==> config.mk <==
export PLATFORM = sky130hd
export DESIGN_NAME = bram_sdp_clr_flat
export DESIGN_NICKNAME = d
export VERILOG_FILES = /design/src/rtl/bram_sdp_clr_if.sv /design/src/rtl/bram_sdp_clr.sv /design/src/flat_wrapper.sv
export SDC_FILE = /design/constraint.sdc
export NUM_CORES = 1
export LEC_CHECK = 0
export BUFFER_PORTS_ARGS = -buffer_cell sky130_fd_sc_hd__buf_4
export CAP_MARGIN = 40
export CORE_MARGIN = 4
export CORE_UTILIZATION = 36
export CTS_CLUSTER_SIZE = 14
export DETAILED_ROUTE_END_ITERATION = 7
export PLACE_DENSITY = 0.54
export SYNTH_ARGS = -nofsm -noshare
export SYNTH_HDL_FRONTEND = slang
export SYNTH_SLANG_ARGS = --single-unit
==> constraint.sdc <==
create_clock -name CLK -period 2.65 [get_ports CLK]
set_clock_uncertainty 0.15 [all_clocks]
set_input_delay 0.53 -clock CLK [delete_from_list [all_inputs] [get_ports CLK]]
set_output_delay 0.53 -clock CLK [all_outputs]
set_load 0.1 [all_outputs]
==> src/rtl/bram_sdp_clr_if.sv <==
// rtl/bram_sdp_clr_if.sv - write/read/clear port bundle of the simple-dual-port clearable RAM
interface bram_sdp_clr_if #(
    parameter int ADDR_WIDTH = 12,
    parameter int BIT_WIDTH  = 32
);
    localparam int NB = BIT_WIDTH / 8;

    logic                  CLR;
    logic                  BUSY;
    logic                  ENA;
    logic [NB-1:0]         WEA;
    logic [ADDR_WIDTH-1:0] AA;
    logic [BIT_WIDTH-1:0]  DiA;
    logic                  ENB;
    logic [ADDR_WIDTH-1:0] AB;
    logic [BIT_WIDTH-1:0]  DoB;
    logic                  DoB_VLD;

    modport master (
        output CLR, ENA, WEA, AA, DiA, ENB, AB,
        input  BUSY, DoB, DoB_VLD
    );

    modport slave (
        input  CLR, ENA, WEA, AA, DiA, ENB, AB,
        output BUSY, DoB, DoB_VLD
    );
endinterface

==> src/rtl/bram_sdp_clr.sv <==
// rtl/bram_sdp_clr.sv - simple-dual-port byte-writable RAM with clear engine and 1/2-cycle read
module bram_sdp_clr #(
    parameter int ADDR_WIDTH   = 12,
    parameter int SIZE         = 11,
    parameter int BIT_WIDTH    = 32,
    parameter int READ_LATENCY = 1,
    parameter int WRITE_FIRST  = 1
) (
    input  logic           CLK,
    input  logic           RST,
    bram_sdp_clr_if.slave  bus
);
    localparam int NB    = BIT_WIDTH / 8;
    localparam int IDX_W = (SIZE > 1) ? $clog2(SIZE) : 1;
    localparam int DEPTH = 1 << IDX_W;
    localparam logic [ADDR_WIDTH:0] SIZE_W   = (ADDR_WIDTH + 1)'(SIZE);
    localparam logic [IDX_W-1:0]    LAST_IDX = IDX_W'(SIZE - 1);

    typedef enum logic {ST_IDLE, ST_CLEAR} state_t;

    state_t               state_q;
    logic [IDX_W-1:0]     clr_addr_q;
    logic [BIT_WIDTH-1:0] mem [DEPTH];

    logic                 busy;
    logic                 wr_acc;
    logic                 rd_acc;
    logic                 rd_in_range;
    logic [IDX_W-1:0]     wr_idx;
    logic [IDX_W-1:0]     rd_idx;
    logic [BIT_WIDTH-1:0] rd_word_d;
    logic [BIT_WIDTH-1:0] dob_q;
    logic                 dob_vld_q;

    // Out-of-range addresses are rejected before truncation, so no aliasing onto real words.
    assign busy        = (state_q == ST_CLEAR);
    assign wr_acc      = bus.ENA & ~busy & ({1'b0, bus.AA} < SIZE_W);
    assign rd_acc      = bus.ENB & ~busy;
    assign rd_in_range = ({1'b0, bus.AB} < SIZE_W);
    assign wr_idx      = bus.AA[IDX_W-1:0];
    assign rd_idx      = bus.AB[IDX_W-1:0];

    // Read word: zero when out of range, otherwise stored word, merged with same-cycle write bytes in write-first mode.
    always_comb begin
        rd_word_d = '0;
        if (rd_in_range) begin
            rd_word_d = mem[rd_idx];
            if ((WRITE_FIRST != 0) && wr_acc && (bus.AA == bus.AB)) begin
                for (int i = 0; i < NB; i++) begin
                    if (bus.WEA[i]) begin
                        rd_word_d[8*i +: 8] = bus.DiA[8*i +: 8];
                    end
                end
            end
        end
    end

    // Clear engine: one word per cycle from address 0; CLR while clearing is ignored.
    always_ff @(posedge CLK or posedge RST) begin
        if (RST) begin
            state_q    <= ST_CLEAR;
            clr_addr_q <= '0;
        end else begin
            case (state_q)
                ST_IDLE: begin
                    clr_addr_q <= '0;
                    if (bus.CLR) begin
                        state_q <= ST_CLEAR;
                    end
                end
                ST_CLEAR: begin
                    if (clr_addr_q == LAST_IDX) begin
                        state_q    <= ST_IDLE;
                        clr_addr_q <= '0;
                    end else begin
                        clr_addr_q <= clr_addr_q + 1'b1;
                    end
                end
                default: begin
                    state_q    <= ST_CLEAR;
                    clr_addr_q <= '0;
                end
            endcase
        end
    end

    // Array write: the clear engine owns the array while busy, otherwise port A with per-byte enables.
    always_ff @(posedge CLK) begin
        if (busy) begin
            mem[clr_addr_q] <= '0;
        end else if (wr_acc) begin
            for (int i = 0; i < NB; i++) begin
                if (bus.WEA[i]) begin
                    mem[wr_idx][8*i +: 8] <= bus.DiA[8*i +: 8];
                end
            end
        end
    end

    generate
        if (READ_LATENCY == 2) begin : g_lat2
            logic                 s1_vld_q;
            logic [BIT_WIDTH-1:0] s1_data_q;

            // Two-stage read pipeline; DoB only updates when a result arrives.
            always_ff @(posedge CLK or posedge RST) begin
                if (RST) begin
                    s1_vld_q  <= 1'b0;
                    s1_data_q <= '0;
                    dob_vld_q <= 1'b0;
                    dob_q     <= '0;
                end else begin
                    s1_vld_q  <= rd_acc;
                    dob_vld_q <= s1_vld_q;
                    if (rd_acc) begin
                        s1_data_q <= rd_word_d;
                    end
                    if (s1_vld_q) begin
                        dob_q <= s1_data_q;
                    end
                end
            end
        end else begin : g_lat1
            // Single registered read; DoB holds the last result between requests.
            always_ff @(posedge CLK or posedge RST) begin
                if (RST) begin
                    dob_vld_q <= 1'b0;
                    dob_q     <= '0;
                end else begin
                    dob_vld_q <= rd_acc;
                    if (rd_acc) begin
                        dob_q <= rd_word_d;
                    end
                end
            end
        end
    endgenerate

    assign bus.BUSY    = busy;
    assign bus.DoB     = dob_q;
    assign bus.DoB_VLD = dob_vld_q;
endmodule
==> src/flat_wrapper.sv <==
// flat-port wrapper written by rule: the top's interface ports become plain ports
module bram_sdp_clr_flat 
#(
    parameter int ADDR_WIDTH   = 12,
    parameter int SIZE         = 11,
    parameter int BIT_WIDTH    = 32,
    parameter int READ_LATENCY = 1,
    parameter int WRITE_FIRST  = 1
)
  (CLK, RST, bus_CLR, bus_ENA, bus_WEA, bus_AA, bus_DiA, bus_ENB, bus_AB, bus_BUSY, bus_DoB, bus_DoB_VLD);
  bram_sdp_clr_if #(.ADDR_WIDTH(ADDR_WIDTH), .BIT_WIDTH(BIT_WIDTH)) bus_i ();
  input  logic CLK;
  input  logic RST;
  input wire logic [$bits(bus_i.CLR)-1:0] bus_CLR;
  input wire logic [$bits(bus_i.ENA)-1:0] bus_ENA;
  input wire logic [$bits(bus_i.WEA)-1:0] bus_WEA;
  input wire logic [$bits(bus_i.AA)-1:0] bus_AA;
  input wire logic [$bits(bus_i.DiA)-1:0] bus_DiA;
  input wire logic [$bits(bus_i.ENB)-1:0] bus_ENB;
  input wire logic [$bits(bus_i.AB)-1:0] bus_AB;
  output wire logic [$bits(bus_i.BUSY)-1:0] bus_BUSY;
  output wire logic [$bits(bus_i.DoB)-1:0] bus_DoB;
  output wire logic [$bits(bus_i.DoB_VLD)-1:0] bus_DoB_VLD;
  assign bus_i.CLR = bus_CLR;
  assign bus_i.ENA = bus_ENA;
  assign bus_i.WEA = bus_WEA;
  assign bus_i.AA = bus_AA;
  assign bus_i.DiA = bus_DiA;
  assign bus_i.ENB = bus_ENB;
  assign bus_i.AB = bus_AB;
  assign bus_BUSY = bus_i.BUSY;
  assign bus_DoB = bus_i.DoB;
  assign bus_DoB_VLD = bus_i.DoB_VLD;
  bram_sdp_clr #(.ADDR_WIDTH(ADDR_WIDTH), .SIZE(SIZE), .BIT_WIDTH(BIT_WIDTH), .READ_LATENCY(READ_LATENCY), .WRITE_FIRST(WRITE_FIRST)) u_core (.CLK(CLK), .RST(RST), .bus(bus_i));
endmodule
# Word-level counts from Yosys, hierarchy flattened
# Memory sizes are Yosys's and may differ from the RTL's.
# Cells that the tools add are included.
[totals]
word_cells = 48
latch_bits = 0
mem_bits_ro = 0
regBits = 38
out_inout_bits = 34
mem_bits_rw = 512
memories = 1
[memory_table]
columns = ["name", "words", "word_bits", "rd", "rd_clocked_by_memory_dff", "wr", "line_no", "source"]
rows = [
  ["u_core.mem", 16, 32, 1, 0, 1, "bram_sdp_clr.sv:23", "logic [BIT_WIDTH-1:0] mem [DEPTH];"],
]
[classes]
n_addsub = 1
n_mul = 0
n_shift = 0
muxes = 32
order_cmp = 2
n_eq_ne = 2
div_mod_pow = 0
n_bitwise = 4
n_reduce_logical = 2
[ops]
columns = ["operator", "count"]
rows = [
  ["$mux W32", 3],
  ["$mux W8", 4],
  ["$reduce_or A32 Y1", 1],
  ["$lt A12 B4 Y1 const B", 2],
  ["$mux W1", 20],
  ["$eq A12 B12 Y1", 1],
  ["$mux W4", 3],
  ["$pmux W4 S2", 1],
  ["$add A4 B1 Y4 const B", 1],
  ["$eq A4 B4 Y1 const B", 1],
  ["$and A1 B1 Y1", 3],
  ["$pmux W1 S2", 1],
  ["$logic_and A1 B1 Y1", 1],
  ["$not A1 Y1", 1],
]

# Depth between registers and ports, before layout
[logic_depth]
depth_word = 8
depth_mapped = 9

# Worst setup path after synthesis
# OpenSTA, ideal clock, no wires.
[synth_timing]
path_type = "register -> register"
start = "reg u_core.state_q (netlist: u_core.bus.BUSY)"
end = "mem u_core.mem[12][0] (enable)"
arrival_time_ps = 2556
setup_time_ps = 383
path_slack_ps = -439
stages_incl_launch_ff = 8
period_less_slack_ps = 3089
cell_sequence = "dfstp_2 > nor2_1 > o2111a_2 > o41a_2 > buf_6 > or3_4 > buf_6 > nor3_1"
[synth_between]
elab_chain_cells = 8
word_cells_on_any_way = 20
classes_between = "mux: 16; bitwise: 3; reduce/logical: 1"
[synth_lines]
columns = ["item", "line_no", "source"]
rows = [
  ["start, declared", "bram_sdp_clr.sv:21", "state_t state_q;"],
  ["start signal, assigned", "bram_sdp_clr.sv:61", "state_q <= ST_CLEAR;"],
  ["start signal, assigned", "bram_sdp_clr.sv:68", "state_q <= ST_CLEAR;"],
  ["start signal, assigned", "bram_sdp_clr.sv:73", "state_q <= ST_IDLE;"],
  ["$not A1 Y1", "bram_sdp_clr.sv:37", "assign wr_acc = bus.ENA & ~busy & ({1'b0, bus.AA} < SIZE_W);"],
  ["$and A1 B1 Y1 (2 in a row)", "bram_sdp_clr.sv:37", ""],
  ["$mux W1", "bram_sdp_clr.sv:91", "end else if (wr_acc) begin"],
  ["$mux W1", "bram_sdp_clr.sv:89", "if (busy) begin"],
  ["$mux W1 (implied by the code)", "bram_sdp_clr.sv:94", "mem[wr_idx][8*i +: 8] <= bus.DiA[8*i +: 8];"],
  ["$reduce_or A32 Y1 (no line)", "--", ""],
  ["$mux W4 (no line)", "--", ""],
  ["end, declared", "bram_sdp_clr.sv:23", ""],
]
# Parallel ways exist; a longest one is shown, timed or not.

# Worst setup path after layout
[layout_timing]
start = "reg u_core.state_q (netlist: u_core.bus.BUSY)"
end = "mem u_core.mem[13][0] (enable)"
# The elaborated chain is that of the path after synthesis.

==> impl_metrics.csv <==
group,metric,value,unit
logic_synthesis,syn_nets,1360,
grt,grt_pass1_wl,88800,um
layout,drive_gt1_frac,0.343,
logic_synthesis,ys_seq_area_frac,0.726,
worst_setup_path,critPathSlowestCell,"dfstp_4",
timing,setup_viol,0,
cts,h-tree-depth,2,
cts,cts_buffers,56,
pwr,powerDensity,808,nW/um^2
cts,clockBufferDepth,3,
routing,drt_first_iter_violations,1000,
die,rows,91,
logic_synthesis,yosys.cell_types.count,44,
routing,totalWireLength,60000,um
flow_run,maxCapViolCount,0,
cts,clock_latency,0.59,ns
timing,worst_slack,0.0557,ns
pwr,power,23.6,mW
die,die_w,258,um
die,start_util,0.364,
cts,clk_pin_slew_worst_paths,0.06,ns
timing,rsz0062_at_grt,"false",
routing,drc,0,
logic_synthesis,yosysWarnings,0,
timing,fin_crit_sh,0.979,
worst_setup_path,end_kind,"flop",
timing,slew_headroom,0.528,
logic_synthesis,syn_area_per_cell,17.4,um^2
timing,hold_ws,0.161,ns
routing,dr_total_vias,12826,
routing,wl_per_cell,24.3,um
logic_synthesis,synth_top_area_cell,"edfxtp_1",
logic_synthesis,synth_area,22500,um^2
timing,fin_crit,2.59,ns
grt,grt_max_degree,40,
logic_synthesis,yosys-top-cells-area,"edfxtp_1 68%, mux4_2 6.7%, mux2i_1 5.0%, dfrtp_1 4.1%, a221oi_1 2.1%",
worst_setup_path,crit_family,"buffers and inverters",
worst_setup_path,path_cells,"nor2_2, o2111a_2, o41a_4, buf_8, mux2i_4, buf_12, buf_6, nor4_2, buf_4",
grt,grt_pass1_vias,13248,
layout,nets,1650,
logic_synthesis,ys_seq_elements,550,
logic_synthesis,synth_top_area_share,0.684,
logic_synthesis,postSynthCellCount,1293,
timing,final_hold_viol_count,0,
placement,dp_hpwl,40200,um
timing,fmax,385,MHz
pwr,leakagePower,10.9,nW
worst_setup_path,worstPathArrival,2.75,ns
timing,slew_violations,0,
logic_synthesis,synth-edff-count,512,
layout,instances_no_fill,2465,
hold_path,hp-class,"in -> reg",
cts,ctsRootBufferMaster,"clkbuf_16",
logic_synthesis,ys_dominant_reg_cell,"edfxtp_1",
routing,vias_per_cell,5.20,
die,die-area,66500,um^2
layout,area_delta_synth_final,30.0,%
cts,cts_sinks,550,
placement,routabilityCongestion,0.816,
die,core_area,61800,um^2
worst_setup_path,critPathMaxFanout,8,
placement,dp.cells,2346,
placement,port_buffers,98,
grt,grt-ovfl-total,0,
status,outcome,"completed",
die,die_h,258,um
logic_synthesis,synthArstFlopShare,0.0691,
cts,cts_tree,"yes",
routing,drt_first_pass_iters,5,
die,pin_count,99,
timing,tightest_slew,0.706,ns
worst_setup_path,critPathLaunchType,"flop",
grt,antenna_found_initial,1,
layout,insertedDiodeCount,0,
worst_setup_path,crit_required,2.80,ns
worst_setup_path,cpPeakStageDelay,0.64,ns
placement,pre_cts_slack,-0.613,ns
grt,grt_usage,0.179,
routing,drtAntennaViolNets,0,
pwr,ir_worst_vdd,0.466,mV
worst_setup_path,crit_buf_inv,4,
worst_setup_path,path_class,"reg -> reg",
sequential cells by signal, indices dropped and copies added, names as in the netlist:
register            flops
u_core.bus.DoB_VLD      1
u_core.mem            512
u_core.bus.BUSY         1
u_core.bus.DoB         32
u_core.clr_addr_q       4
what timing repair did:
item / 4_1_cts / 5_1_grt
gates resized for setup: 11 / 11
cloned: 0 / 0
hold buffers: 1 / 0
pin swaps: 6 / 13
setup buffers: 8 / 7
endpoints found under the hold margin: 37 / 0
endpoints found under the setup margin: 395 / 199
logic make-up (layout without fill, tap and decap cells):
| group | after synthesis | after routing | synth area share |
|---|---|---|---|
| multiplexers | 199 | 199 | 0.128 |
| XOR/XNOR | 13 | 13 | 0.00506 |
| AO/OA/AOI/OAI | 204 | 204 | 0.0670 |
| buffers and inverters | 125 | 460 | 0.0253 |
| AND/OR/NAND/NOR | 200 | 200 | 0.0473 |
| adder cells (fa/ha/maj) | 2 | 2 | 0.00111 |
| flip-flops | 550 | 550 | 0.726 |
power by group:
part	switching, mW	internal [mW]
Combinational	2.82	2.08
Clock	3.19	4.45
Sequential	0.323	10.8
per-stage QoR:
| step | cell area, um^2 | setup TNS [ns] | utilization |
|---|---|---|---|
| floorplan | 23100 | -23.27 | - |
| global placement | 27100 | -222.96 | 0.438 |
| detailed placement | 27100 | -214.17 | 0.438 |
| CTS | 29100 | 0 | 0.470 |
| global route | 29200 | 0 | 0.473 |
| finish | 29200 | 0 | 0.473 |
cell type report:
| class | instances | area, um^2 |
|---|---|---|
| clock buffers | 86 | 1610 |
| clock inverters | 17 | 166 |
| fillers | 5175 | 32600 |
| inverters | 43 | 161 |
| multi-input cells | 618 | 6310 |
| flip-flops and latches | 550 | 16300 |
| well taps | 837 | 1050 |
| repair buffers | 314 | 3610 |
synthesized netlist by cell type (32+ instances only):
library cell  number
edfxtp_1         512
a21o_1            32
inv_1             42
nor3_1            42
clkbuf_1          44
mux4_2            67
mux2i_1          113
o21ai_0           32
dfrtp_1           37
nand2_1           65
a221oi_1          55
and2_1            33
o31ai_1           32
cells in the final DEF (no fill, tap or decap), types with 8 or more instances in the layout:
| master | synthesis | layout |
|---|---|---|
| a221oi_1 | 55 | 55 |
| mux2_2 | 14 | 14 |
| nor3_4 | 0 | 50 |
| and2_1 | 33 | 32 |
| buf_4 | 9 | 206 |
| o31ai_1 | 32 | 32 |
| edfxtp_1 | 512 | 512 |
| clkbuf_1 | 44 | 22 |
| inv_1 | 42 | 41 |
| nand2_1 | 65 | 64 |
| o21ai_0 | 32 | 32 |
| buf_12 | 0 | 97 |
| a21oi_1 | 14 | 10 |
| a21o_1 | 32 | 32 |
| dfrtp_1 | 37 | 37 |
| nor2_1 | 14 | 9 |
| xor2_1 | 12 | 12 |
| a22oi_1 | 25 | 25 |
| clkbuf_16 | 0 | 57 |
| mux2i_1 | 113 | 111 |
| nor2b_1 | 13 | 8 |
| mux4_2 | 67 | 67 |
tightest hold or removal path, stage by stage:
cell and delay [ns]:
buf_4 0.11, inv_1 0.14, o21ai_0 0.11
worst paths after layout:
path,startpoint,end,slack [ns],depth (start not counted)
max in group asynchronous,RST,u_core.bus.DoB[20]$_DFFE_PP0P_,1.34,4
max,u_core.bus.BUSY$_DFF_PP1_,u_core.mem[13][0]$_DFFE_PP_,0.06,9
max reg2reg,u_core.bus.BUSY$_DFF_PP1_,u_core.mem[13][0]$_DFFE_PP_,0.06,9
min in group asynchronous,RST,u_core.bus.DoB[6]$_DFFE_PP0P_,0.54,4
min reg2reg,u_core.bus.DoB[26]$_DFFE_PP0P_,u_core.bus.DoB[26]$_DFFE_PP0P_,0.40,3
min,bus_CLR,u_core.bus.BUSY$_DFF_PP1_,0.16,3
routing by layer:
layer  vias up  track usage  share of wire
li1       5772            -              -
met4         0       0.0339          0.014
met5         -            0              0
met3        62       0.0341          0.057
met2       394        0.287           0.48
met1      6598        0.260           0.45
Power figures use the tool's default switching activity.
